### src/rtl/seg_pkg.sv
// Shared constants for the seven-segment scan controller: segment bit
// positions, hex glyphs and the nibble-to-glyph function.
package seg_pkg;

    localparam int unsigned SEG_A  = 0;
    localparam int unsigned SEG_B  = 1;
    localparam int unsigned SEG_C  = 2;
    localparam int unsigned SEG_D  = 3;
    localparam int unsigned SEG_E  = 4;
    localparam int unsigned SEG_F  = 5;
    localparam int unsigned SEG_G  = 6;
    localparam int unsigned SEG_DP = 7;

    typedef logic [6:0] glyph_t;

    localparam glyph_t GLYPH_0 = 7'h3F;
    localparam glyph_t GLYPH_1 = 7'h06;
    localparam glyph_t GLYPH_2 = 7'h5B;
    localparam glyph_t GLYPH_3 = 7'h4F;
    localparam glyph_t GLYPH_4 = 7'h66;
    localparam glyph_t GLYPH_5 = 7'h6D;
    localparam glyph_t GLYPH_6 = 7'h7D;
    localparam glyph_t GLYPH_7 = 7'h07;
    localparam glyph_t GLYPH_8 = 7'h7F;
    localparam glyph_t GLYPH_9 = 7'h6F;
    localparam glyph_t GLYPH_A = 7'h77;
    localparam glyph_t GLYPH_B = 7'h7C;
    localparam glyph_t GLYPH_C = 7'h39;
    localparam glyph_t GLYPH_D = 7'h5E;
    localparam glyph_t GLYPH_E = 7'h79;
    localparam glyph_t GLYPH_F = 7'h71;

    function automatic glyph_t hex_to_seg(input logic [3:0] nib);
        glyph_t g;
        case (nib)
            4'h0:    g = GLYPH_0;
            4'h1:    g = GLYPH_1;
            4'h2:    g = GLYPH_2;
            4'h3:    g = GLYPH_3;
            4'h4:    g = GLYPH_4;
            4'h5:    g = GLYPH_5;
            4'h6:    g = GLYPH_6;
            4'h7:    g = GLYPH_7;
            4'h8:    g = GLYPH_8;
            4'h9:    g = GLYPH_9;
            4'hA:    g = GLYPH_A;
            4'hB:    g = GLYPH_B;
            4'hC:    g = GLYPH_C;
            4'hD:    g = GLYPH_D;
            4'hE:    g = GLYPH_E;
            default: g = GLYPH_F;
        endcase
        return g;
    endfunction

endpackage

### src/rtl/seg_scan_mux_if.sv
// Update bus from application logic into the scan controller: the load
// strobe with its captured fields, and the pending flag coming back.
interface seg_scan_mux_if #(
    parameter int unsigned NUM_DIGITS = 4
);
    logic                      load;
    logic [4*NUM_DIGITS-1:0]   value_in;
    logic [NUM_DIGITS-1:0]     dp_in;
    logic [NUM_DIGITS-1:0]     blank_in;
    logic                      lz_suppress;
    logic                      pending;

    modport master (
        output load, value_in, dp_in, blank_in, lz_suppress,
        input  pending
    );

    modport slave (
        input  load, value_in, dp_in, blank_in, lz_suppress,
        output pending
    );
endinterface

### src/rtl/seg_hex_decode.sv
// Combinational nibble to a..g decoder, active-high; polarity is applied
// only at the output register of the scan controller.
module seg_hex_decode
    import seg_pkg::*;
(
    input  logic [3:0] nibble_i,
    output logic [6:0] seg_o
);
    always_comb begin
        seg_o = hex_to_seg(nibble_i);
    end
endmodule

### src/rtl/seg_scan_mux.sv
// Multiplexed seven-segment scan controller with leading-zero suppression,
// PWM dimming and a pending/active buffer pair swapped at the frame boundary.
module seg_scan_mux
    import seg_pkg::*;
#(
    parameter int unsigned NUM_DIGITS      = 4,
    parameter int unsigned CLK_DIV_LOG2    = 4,
    parameter int unsigned DIM_BITS        = 2,
    parameter int unsigned SEG_ACTIVE_HIGH = 1,
    parameter int unsigned EN_ACTIVE_HIGH  = 0
) (
    input  logic                  clock,
    input  logic                  reset_n,
    seg_scan_mux_if.slave         bus,
    input  logic [DIM_BITS-1:0]   brightness,
    output logic [7:0]            segment_out,
    output logic [NUM_DIGITS-1:0] enable_out,
    output logic                  frame_done
);
    localparam int unsigned IDX_W = (NUM_DIGITS > 1) ? $clog2(NUM_DIGITS) : 1;
    localparam logic [7:0]            SEG_OFF = (SEG_ACTIVE_HIGH != 0) ? 8'h00 : 8'hFF;
    localparam logic [NUM_DIGITS-1:0] EN_OFF  = (EN_ACTIVE_HIGH != 0) ? '0 : '1;

    logic [CLK_DIV_LOG2-1:0]  div_cnt_q, div_cnt_d;
    logic [IDX_W-1:0]         digit_idx_q, digit_idx_d;
    logic                     slot_end, frame_end;

    logic [4*NUM_DIGITS-1:0]  pend_val_q, pend_val_d, act_val_q, act_val_d;
    logic [NUM_DIGITS-1:0]    pend_dp_q, pend_dp_d, act_dp_q, act_dp_d;
    logic [NUM_DIGITS-1:0]    pend_blank_q, pend_blank_d, act_blank_q, act_blank_d;
    logic                     pend_lz_q, pend_lz_d, act_lz_q, act_lz_d;
    logic                     pending_q, pending_d;

    logic [NUM_DIGITS-1:0]    lz_mask;
    logic                     zero_run;
    logic [3:0]               cur_nib;
    logic [6:0]               cur_glyph;
    logic [7:0]               seg_raw;
    logic                     slot_on;
    logic [NUM_DIGITS-1:0]    en_raw;

    logic [7:0]               seg_q, seg_d;
    logic [NUM_DIGITS-1:0]    en_q, en_d;
    logic                     frame_done_q, frame_done_d;

    always_comb begin
        slot_end    = (div_cnt_q == '1);
        frame_end   = slot_end && (digit_idx_q == IDX_W'(NUM_DIGITS - 1));
        div_cnt_d   = div_cnt_q + CLK_DIV_LOG2'(1);
        digit_idx_d = digit_idx_q;
        if (slot_end) begin
            digit_idx_d = frame_end ? '0 : digit_idx_q + IDX_W'(1);
        end
    end

    // A load landing on the boundary edge bypasses the pending set entirely.
    always_comb begin
        pend_val_d   = pend_val_q;
        pend_dp_d    = pend_dp_q;
        pend_blank_d = pend_blank_q;
        pend_lz_d    = pend_lz_q;
        act_val_d    = act_val_q;
        act_dp_d     = act_dp_q;
        act_blank_d  = act_blank_q;
        act_lz_d     = act_lz_q;
        pending_d    = pending_q;
        if (bus.load && frame_end) begin
            act_val_d   = bus.value_in;
            act_dp_d    = bus.dp_in;
            act_blank_d = bus.blank_in;
            act_lz_d    = bus.lz_suppress;
            pending_d   = 1'b0;
        end else begin
            if (frame_end && pending_q) begin
                act_val_d   = pend_val_q;
                act_dp_d    = pend_dp_q;
                act_blank_d = pend_blank_q;
                act_lz_d    = pend_lz_q;
                pending_d   = 1'b0;
            end
            if (bus.load) begin
                pend_val_d   = bus.value_in;
                pend_dp_d    = bus.dp_in;
                pend_blank_d = bus.blank_in;
                pend_lz_d    = bus.lz_suppress;
                pending_d    = 1'b1;
            end
        end
    end

    // Walk from the most significant digit down, tracking an unbroken zero run.
    always_comb begin
        lz_mask  = '0;
        zero_run = 1'b1;
        for (int unsigned j = 0; j < NUM_DIGITS; j++) begin
            zero_run = zero_run && (act_val_q[4*(NUM_DIGITS-1-j) +: 4] == 4'h0);
            lz_mask[NUM_DIGITS-1-j] = act_lz_q && zero_run && (j != NUM_DIGITS - 1);
        end
    end

    always_comb begin
        cur_nib = act_val_q[digit_idx_q*4 +: 4];
    end

    seg_hex_decode u_dec (
        .nibble_i (cur_nib),
        .seg_o    (cur_glyph)
    );

    always_comb begin
        seg_raw = '0;
        if (!act_blank_q[digit_idx_q]) begin
            seg_raw[SEG_DP] = act_dp_q[digit_idx_q];
            if (!lz_mask[digit_idx_q]) begin
                seg_raw[SEG_G:SEG_A] = cur_glyph;
            end
        end
        seg_d = (SEG_ACTIVE_HIGH != 0) ? seg_raw : ~seg_raw;

        // div_cnt == 0 stays dark so the previous digit never ghosts into this one.
        slot_on = (div_cnt_q != '0) &&
                  (div_cnt_q[CLK_DIV_LOG2-1 -: DIM_BITS] <= brightness);
        en_raw  = slot_on ? (NUM_DIGITS'(1) << digit_idx_q) : '0;
        en_d    = (EN_ACTIVE_HIGH != 0) ? en_raw : ~en_raw;

        frame_done_d = (digit_idx_q == '0) && (div_cnt_q == '0);
    end

    always_ff @(posedge clock or negedge reset_n) begin
        if (!reset_n) begin
            div_cnt_q    <= '0;
            digit_idx_q  <= '0;
            pend_val_q   <= '0;
            pend_dp_q    <= '0;
            pend_blank_q <= '0;
            pend_lz_q    <= 1'b0;
            act_val_q    <= '0;
            act_dp_q     <= '0;
            act_blank_q  <= '0;
            act_lz_q     <= 1'b0;
            pending_q    <= 1'b0;
            seg_q        <= SEG_OFF;
            en_q         <= EN_OFF;
            frame_done_q <= 1'b0;
        end else begin
            div_cnt_q    <= div_cnt_d;
            digit_idx_q  <= digit_idx_d;
            pend_val_q   <= pend_val_d;
            pend_dp_q    <= pend_dp_d;
            pend_blank_q <= pend_blank_d;
            pend_lz_q    <= pend_lz_d;
            act_val_q    <= act_val_d;
            act_dp_q     <= act_dp_d;
            act_blank_q  <= act_blank_d;
            act_lz_q     <= act_lz_d;
            pending_q    <= pending_d;
            seg_q        <= seg_d;
            en_q         <= en_d;
            frame_done_q <= frame_done_d;
        end
    end

    assign segment_out = seg_q;
    assign enable_out  = en_q;
    assign frame_done  = frame_done_q;
    assign bus.pending = pending_q;

endmodule

### src/flat_wrapper.sv
// flat-port wrapper written by rule: the top's interface ports become plain ports
module seg_scan_mux_flat import seg_pkg::*;
#(
    parameter int unsigned NUM_DIGITS      = 4,
    parameter int unsigned CLK_DIV_LOG2    = 4,
    parameter int unsigned DIM_BITS        = 2,
    parameter int unsigned SEG_ACTIVE_HIGH = 1,
    parameter int unsigned EN_ACTIVE_HIGH  = 0
)
  (clock, reset_n, brightness, segment_out, enable_out, frame_done, bus_load, bus_value_in, bus_dp_in, bus_blank_in, bus_lz_suppress, bus_pending);
  seg_scan_mux_if #(.NUM_DIGITS(NUM_DIGITS)) bus_i ();
  input  logic clock;
  input  logic reset_n;
  input  logic [DIM_BITS-1:0] brightness;
  output logic [7:0] segment_out;
  output logic [NUM_DIGITS-1:0] enable_out;
  output logic frame_done;
  input wire logic [$bits(bus_i.load)-1:0] bus_load;
  input wire logic [$bits(bus_i.value_in)-1:0] bus_value_in;
  input wire logic [$bits(bus_i.dp_in)-1:0] bus_dp_in;
  input wire logic [$bits(bus_i.blank_in)-1:0] bus_blank_in;
  input wire logic [$bits(bus_i.lz_suppress)-1:0] bus_lz_suppress;
  output wire logic [$bits(bus_i.pending)-1:0] bus_pending;
  assign bus_i.load = bus_load;
  assign bus_i.value_in = bus_value_in;
  assign bus_i.dp_in = bus_dp_in;
  assign bus_i.blank_in = bus_blank_in;
  assign bus_i.lz_suppress = bus_lz_suppress;
  assign bus_pending = bus_i.pending;
  seg_scan_mux #(.NUM_DIGITS(NUM_DIGITS), .CLK_DIV_LOG2(CLK_DIV_LOG2), .DIM_BITS(DIM_BITS), .SEG_ACTIVE_HIGH(SEG_ACTIVE_HIGH), .EN_ACTIVE_HIGH(EN_ACTIVE_HIGH)) u_core (.clock(clock), .reset_n(reset_n), .bus(bus_i), .brightness(brightness), .segment_out(segment_out), .enable_out(enable_out), .frame_done(frame_done));
endmodule
### config.mk
export PLATFORM = sky130hd
export DESIGN_NAME = seg_scan_mux_flat
export DESIGN_NICKNAME = d
export VERILOG_FILES = /design/src/rtl/seg_pkg.sv /design/src/rtl/seg_scan_mux_if.sv /design/src/rtl/seg_hex_decode.sv /design/src/rtl/seg_scan_mux.sv /design/src/flat_wrapper.sv
export SDC_FILE = /design/constraint.sdc
export NUM_CORES = 1
export LEC_CHECK = 0
export ABC_CLOCK_PERIOD_IN_PS = 2300
export CAP_MARGIN = 40
export CORE_MARGIN = 1
export CORE_UTILIZATION = 50
export DETAILED_ROUTE_END_ITERATION = 10
export HOLD_SLACK_MARGIN = 0.08
export PLACE_DENSITY = 0.84
export SLEW_MARGIN = 5
export SYNTH_ARGS = -nofsm -noshare
export SYNTH_HDL_FRONTEND = slang
export SYNTH_SLANG_ARGS = --single-unit
### constraint.sdc
create_clock -name clock -period 2.3 [get_ports clock]
set_input_delay 0.46 -clock clock [delete_from_list [all_inputs] [get_ports clock]]
set_output_delay 0.46 -clock clock [all_outputs]
set_load 0.005 [all_outputs]
==> results.sh, run 1 <==
export IMPL_outcome="finished, violations left"
export IMPL_failed_checks="design-rule violations"
export IMPL_cp_arrival_ns=2.29
export IMPL_grt_use_met1_pct=28.9
export IMPL_r2r_end="u_core.segment_out[0]"
export IMPL_synth_top_area_share_pct=48.7
export IMPL_synth_top_family_by_area="compound AO/OA/AOI/OAI gates"
export IMPL_fill_cells=528
export IMPL_syn_inst=298
export IMPL_synth_seq_area_share_pct=51.8
export IMPL_synth_edf_count=0
export IMPL_use_met3_pct=4.42
export IMPL_reg2reg_from="u_core.digit_idx_q[0]"
export IMPL_setup_viol=0
export IMPL_grt_util_met2_pct=32.1
export IMPL_ys_flop_type="dfrtp_1"
export IMPL_setup_tns_ns=0
export IMPL_drtPass1Iterations=7
export IMPL_antenna_found_initial=0
export IMPL_area_growth_pct=21.9
export IMPL_drc_errors=3
export IMPL_crit_path_end_kind="flip-flop"
export IMPL_synth_top_area_cell="dfrtp_1"
export IMPL_wl_um=6690
export IMPL_htree_levels=3
export IMPL_critPathMaxFanout=8
export IMPL_path_clk_slew_ns=0.08
export IMPL_via_count=2498
export IMPL_placed_cells=410
export IMPL_cap_violations=0
export IMPL_max_freq_mhz=476
export IMPL_slew_violations=0
export IMPL_async_reset_ff_share_pct=100
export IMPL_postLayoutCoreUtil_pct=64.0
export IMPL_synth_top_cells_by_area="dfrtp_1 (49%), mux2_2 (8.6%), a22oi_1 (4.9%)"
export IMPL_synth_common_cells="dfrtp_1 (66), nand2_1 (33), mux2_2 (26)"
export IMPL_overflow=0
export IMPL_root_buffer="clkbuf_8"
export IMPL_seq_area_um2=1760
export IMPL_max_slew_worst_pin_slew_ns=0.768
export IMPL_crit_start="u_core.digit_idx_q[0]"
export IMPL_fin_crit_sh_pct=91.3
export IMPL_final_hold_violation_count=0
export IMPL_synthMuxAreaShare_pct=14.5
export IMPL_grt_use_total_pct=21.0
export IMPL_avgSynthCellArea_um2=11.4
export IMPL_synth_fa_ha_area_share_pct=4.80
export IMPL_place_area_um2=3930
export IMPL_fp_dieArea_um2=7110
export IMPL_hp_class="in -> async"
export IMPL_dp_slack_ns=0.105
export IMPL_clock_skew_ns=0.0107
export IMPL_p_total_mw=2.67
export IMPL_io_pins=44
export IMPL_antenna_left=0
export IMPL_die_y_um=84.4
export IMPL_cts_tree="built"
export IMPL_drive_gt1_share_pct=20.6
export IMPL_stdcell_area_um2=4130
export IMPL_ys_types=42
export IMPL_ys_ff_latch=70
export IMPL_portBuffers=43
export IMPL_dp_hpwl_um=4530
export IMPL_synthSimpleGateAreaFrac_pct=10.0
export IMPL_ctsLongestPathBuffers=2
export IMPL_max_slew_margin_pct=48.8
export IMPL_drtIter0Drc=189
export IMPL_synth_most_common_cell="dfrtp_1"
export IMPL_power_density_nw_per_um2=646
export IMPL_final_nets=387
export IMPL_numCtsBuffers=9
export IMPL_grt_busiest_layer="met2"
export IMPL_criticalPathCategory="reg -> reg"
export IMPL_min_period_ns=2.10
export IMPL_grt_pass1_wl_um=11700
export IMPL_core_um2=6460
export IMPL_rrSetupSlack_ns=0.20
export IMPL_grt_pass1_vias=2447
export IMPL_synth_compound_area_share_pct=14.6
export IMPL_clock_sinks=70
export IMPL_irDropWorstVdd_mv=0.478
export IMPL_final_cell_count_no_fill=426
export IMPL_grt_start_max_net_pins=71
export IMPL_insertion_delay_ns=0.35
export IMPL_yosysWarnings=0
export IMPL_start_kind="flip-flop"
export IMPL_syn_num_nets=341
export IMPL_start_util_pct=52.5
export IMPL_crit_required_ns=2.49
export IMPL_die_w_um=84.4
export IMPL_gp_congestion=0.830
export IMPL_layout_setup_ws_ns=0.199
export IMPL_endpoint="u_core.segment_out[0]"
export IMPL_multi_input_area_um2=1510
export IMPL_wl_per_cell_um=15.7
export IMPL_diodes=0
export IMPL_rr_worst_depth=7
export IMPL_syn_area_um2=3390
export IMPL_synth_xor_area_share_pct=0.517
export IMPL_hold_slack_ns=0.0973
export IMPL_rows=29
export IMPL_via_per_inst=5.86
export IMPL_rsz0062_at_grt="no"
export IMPL_cellLeakagePower_nw=1.79
per-layer routing:
metal	vias up	share of wire [%]
li1	1184	-
met1	1226	47
met2	72	47
met3	16	4.9
met4	0	1.9
met5	-	0
report_power, final:
| part | leakage, nW | internal (mW) | switching, mW |
|---|---|---|---|
| Clock | 0.0955 | 0.530 | 0.474 |
| Sequential | 0.848 | 1.31 | 0.0447 |
| Combinational | 0.850 | 0.177 | 0.137 |
cells in the final DEF (no fill, tap or decap), types with 8 or more instances in the layout:
master           instances
ha_1                    12
o21ai_0                 24
mux2_2                  26
buf_4                    8
inv_1                   11
dfrtp_1                 65
nand2_1                 33
clkbuf_8                10
a21oi_1                  9
clkdlybuf4s50_1         42
a22oi_1                 22
what timing repair did:
item	4_1_cts	5_1_grt
hold buffers	0	0
setup endpoints to repair	0	1
setup buffers	0	0
hold endpoints to repair	0	0
gates resized for setup	0	2
logic make-up after synthesis:
kind of cell,after synthesis
AOI/OAI and AO/OA,76
DFF,70
and+or+nand+nor,70
adders and majority gates,13
xor gates and xnor gates,2
buffers and inverters,29
muxes,38
flip-flops by register name (all words and copies together) (netlist names):
signal and flops:
u_core.pend_dp_q 4, u_core.pend_blank_q 4, u_core.act_lz_q 1, u_core.pend_lz_q 1
u_core.digit_idx_q 2, u_core.act_dp_q 4, u_core.bus.pending 1, u_core.pend_val_q 16
u_core.segment_out 8, u_core.enable_out 4, u_core.frame_done 1, u_core.act_val_q 16
u_core.div_cnt_q 4, u_core.act_blank_q 4
critical path: stages (launching register included):
cell and delay [ns]:
dfrtp_2 0.43, mux4_2 0.52, inv_1 0.12, ha_2 0.27, mux2i_1 0.09, a22o_1 0.23, a22oi_1 0.19, a211oi_1 0.10
worst min-delay path by stage:
stage	slack, ns	end	start	cells after the start
finish	0.1	u_core.pend_val_q[4]	reset_n	2
global route	0.13	u_core.pend_val_q[4]	reset_n	2
CTS	0.12	u_core.pend_val_q[7]	reset_n	2
detailed placement	0.47	u_core.act_blank_q[1]	u_core.act_blank_q[1]	2
global placement	0.46	u_core.div_cnt_q[0]	u_core.div_cnt_q[0]	1
floorplan	0.16	u_core.act_blank_q[0]	reset_n	0
cell type report:
class,instances,area share [%]
clock buffers,11,3.42
clock inverters,5,1.42
inverters,11,0.999
multi-input cells,199,36.6
flip-flops and latches,70,42.5
well taps,77,2.33
repair buffers,53,12.7
Note: power is estimated with default switching activity, not from simulation.
==> run 2, diff against run 1 <==
Settings changed: CORE_MARGIN 1 to 3.
==> results.sh, run 2 (same netlist as run 1, synthesis figures left out) <==
export IMPL_hold_buffers=0
export IMPL_cellLeakagePower_nw=1.80
export IMPL_critPathMaxFanout=6
export IMPL_mostFrequentLayoutCell="dfrtp_1"
export IMPL_grt_use_total_pct=19.8
export IMPL_min_period_ns=2.16
export IMPL_post_cts_setup_buffers=0
export IMPL_cap_violations=0
export IMPL_insertion_delay_ns=0.36
export IMPL_rows=29
export IMPL_path_clk_slew_ns=0.08
export IMPL_setup_viol=0
export IMPL_criticalPathCategory="reg -> reg"
export IMPL_max_freq_mhz=463
export IMPL_start_kind="flip-flop"
export IMPL_numCtsBuffers=9
export IMPL_cts_tree="built"
export IMPL_ctsLongestPathBuffers=2
export IMPL_die_w_um=88.4
export IMPL_hp_class="in -> async"
export IMPL_slowest_stage="mux4_2"
export IMPL_htree_levels=3
export IMPL_crit_path_end_kind="flip-flop"
export IMPL_antenna_found_initial=0
export IMPL_fin_crit_sh_pct=94.0
export IMPL_grt_pass1_vias=2545
export IMPL_power_density_nw_per_um2=647
export IMPL_wl_um=6990
export IMPL_irDropWorstVdd_mv=0.608
export IMPL_start_util_pct=52.5
export IMPL_via_count=2495
export IMPL_drive_gt1_share_pct=20.9
export IMPL_gp_congestion=0.880
export IMPL_wl_per_cell_um=16.4
export IMPL_crit_required_ns=2.56
export IMPL_antenna_left=0
export IMPL_drc_errors=0
export IMPL_max_slew_margin_pct=51.6
export IMPL_via_per_inst=5.86
export IMPL_cts_resized=0
export IMPL_final_hold_violation_count=0
export IMPL_cp_arrival_ns=2.42
export IMPL_final_nets=387
export IMPL_clock_skew_ns=0.00982
export IMPL_stdcell_area_um2=4130
export IMPL_die_y_um=88.4
export IMPL_clock_sinks=70
export IMPL_root_buffer="clkbuf_8"
export IMPL_max_slew_worst_pin_slew_ns=0.726
export IMPL_grt_pass1_wl_um=12000
export IMPL_outcome="finished clean"
export IMPL_dp_hpwl_um=4820
export IMPL_mostFrequentLayoutCells="dfrtp_1 (66), clkdlybuf4s50_1 (42), nand2_1 (33), mux2_2 (26), o21ai_0 (24)"
export IMPL_portBuffers=43
export IMPL_grt_start_max_net_pins=44
export IMPL_core_um2=6460
export IMPL_overflow=0
export IMPL_place_area_um2=3920
export IMPL_rsz0062_at_grt="no"
export IMPL_drtIter0Drc=162
export IMPL_slew_violations=0
export IMPL_fp_dieArea_um2=7810
export IMPL_io_pins=44
export IMPL_drtPass1Iterations=4
export IMPL_diodes=0
export IMPL_worstPathCellList="mux4_2, buf_4, ha_1, mux2i_1, a22o_1, a22oi_1, a211oi_1"
export IMPL_critPathMaxStageDelay_ns=0.54
export IMPL_area_growth_pct=21.7
export IMPL_setup_tns_ns=0
run 2: path summary, 6_finish.rpt:
kind | start | endpoint | slack (ns) | depth (start not counted)
worst min-delay path | reset_n | u_core.pend_val_q[4] | 0.10 | 2
max in group asynchronous | reset_n | u_core.enable_out[1] | 1.74 | 2
worst max register to register | u_core.digit_idx_q[0] | u_core.segment_out[0] | 0.14 | 7
worst min register to register | u_core.div_cnt_q[0] | u_core.div_cnt_q[0] | 0.48 | 1
worst max-delay path | u_core.digit_idx_q[0] | u_core.segment_out[0] | 0.14 | 7
min in group clock | u_core.div_cnt_q[0] | u_core.div_cnt_q[0] | 0.48 | 1
run 2: power breakdown:
| part | switching [mW] | internal, mW |
|---|---|---|
| sequential | 0.0458 | 1.31 |
| combinational | 0.137 | 0.177 |
| clock | 0.499 | 0.504 |
run 2: layer usage:
| metal | routed length, um | global-route usage (%) | up-vias |
|---|---|---|---|
| met5 | 0 | 0 | - |
| met2 | 3420 | 32.0 | 69 |
| met3 | 334 | 4.66 | 12 |
| met4 | 126 | 7.14 | 0 |
| met1 | 3110 | 26.3 | 1238 |
| li1 | - | - | 1176 |
run 2: metrics by stage:
stage | setup slack [ns] | power, mW | hold WS, ns | utilization, % | cells
2_1_floorplan | 0.0620 | 1.53 | 0.164 | - | 298
3_3_place_gp | 0.194 | 1.68 | 0.458 | 60.6 | 410
3_5_place_dp | 0.126 | 1.69 | 0.468 | 60.6 | 410
4_1_cts | 0.108 | 2.68 | 0.117 | 63.7 | 426
5_1_grt | 0.0366 | 2.77 | 0.134 | 63.9 | 426
6_report | 0.138 | 2.67 | 0.105 | 63.9 | 426
run 2: final cells by class:
cell class | count | area [um2]
Tap cell | 77 | 96.3
Sequential cell | 70 | 1760
Clock buffer | 9 | 124
Clock inverter | 7 | 75.1
Multi-Input combinational cell | 199 | 1520
Inverter | 11 | 41.3
Fill cell | 532 | 2330
Timing Repair Buffer | 53 | 513
run 2: worst max-delay path, delay by kind of cell (launching register included):
kind / cells / cell delay [ns]
AOI/OAI and AO/OA: 3 / 0.45
adders and majority gates: 1 / 0.27
DFF: 1 / 0.46
muxes: 2 / 0.73
buffers and inverters: 1 / 0.17
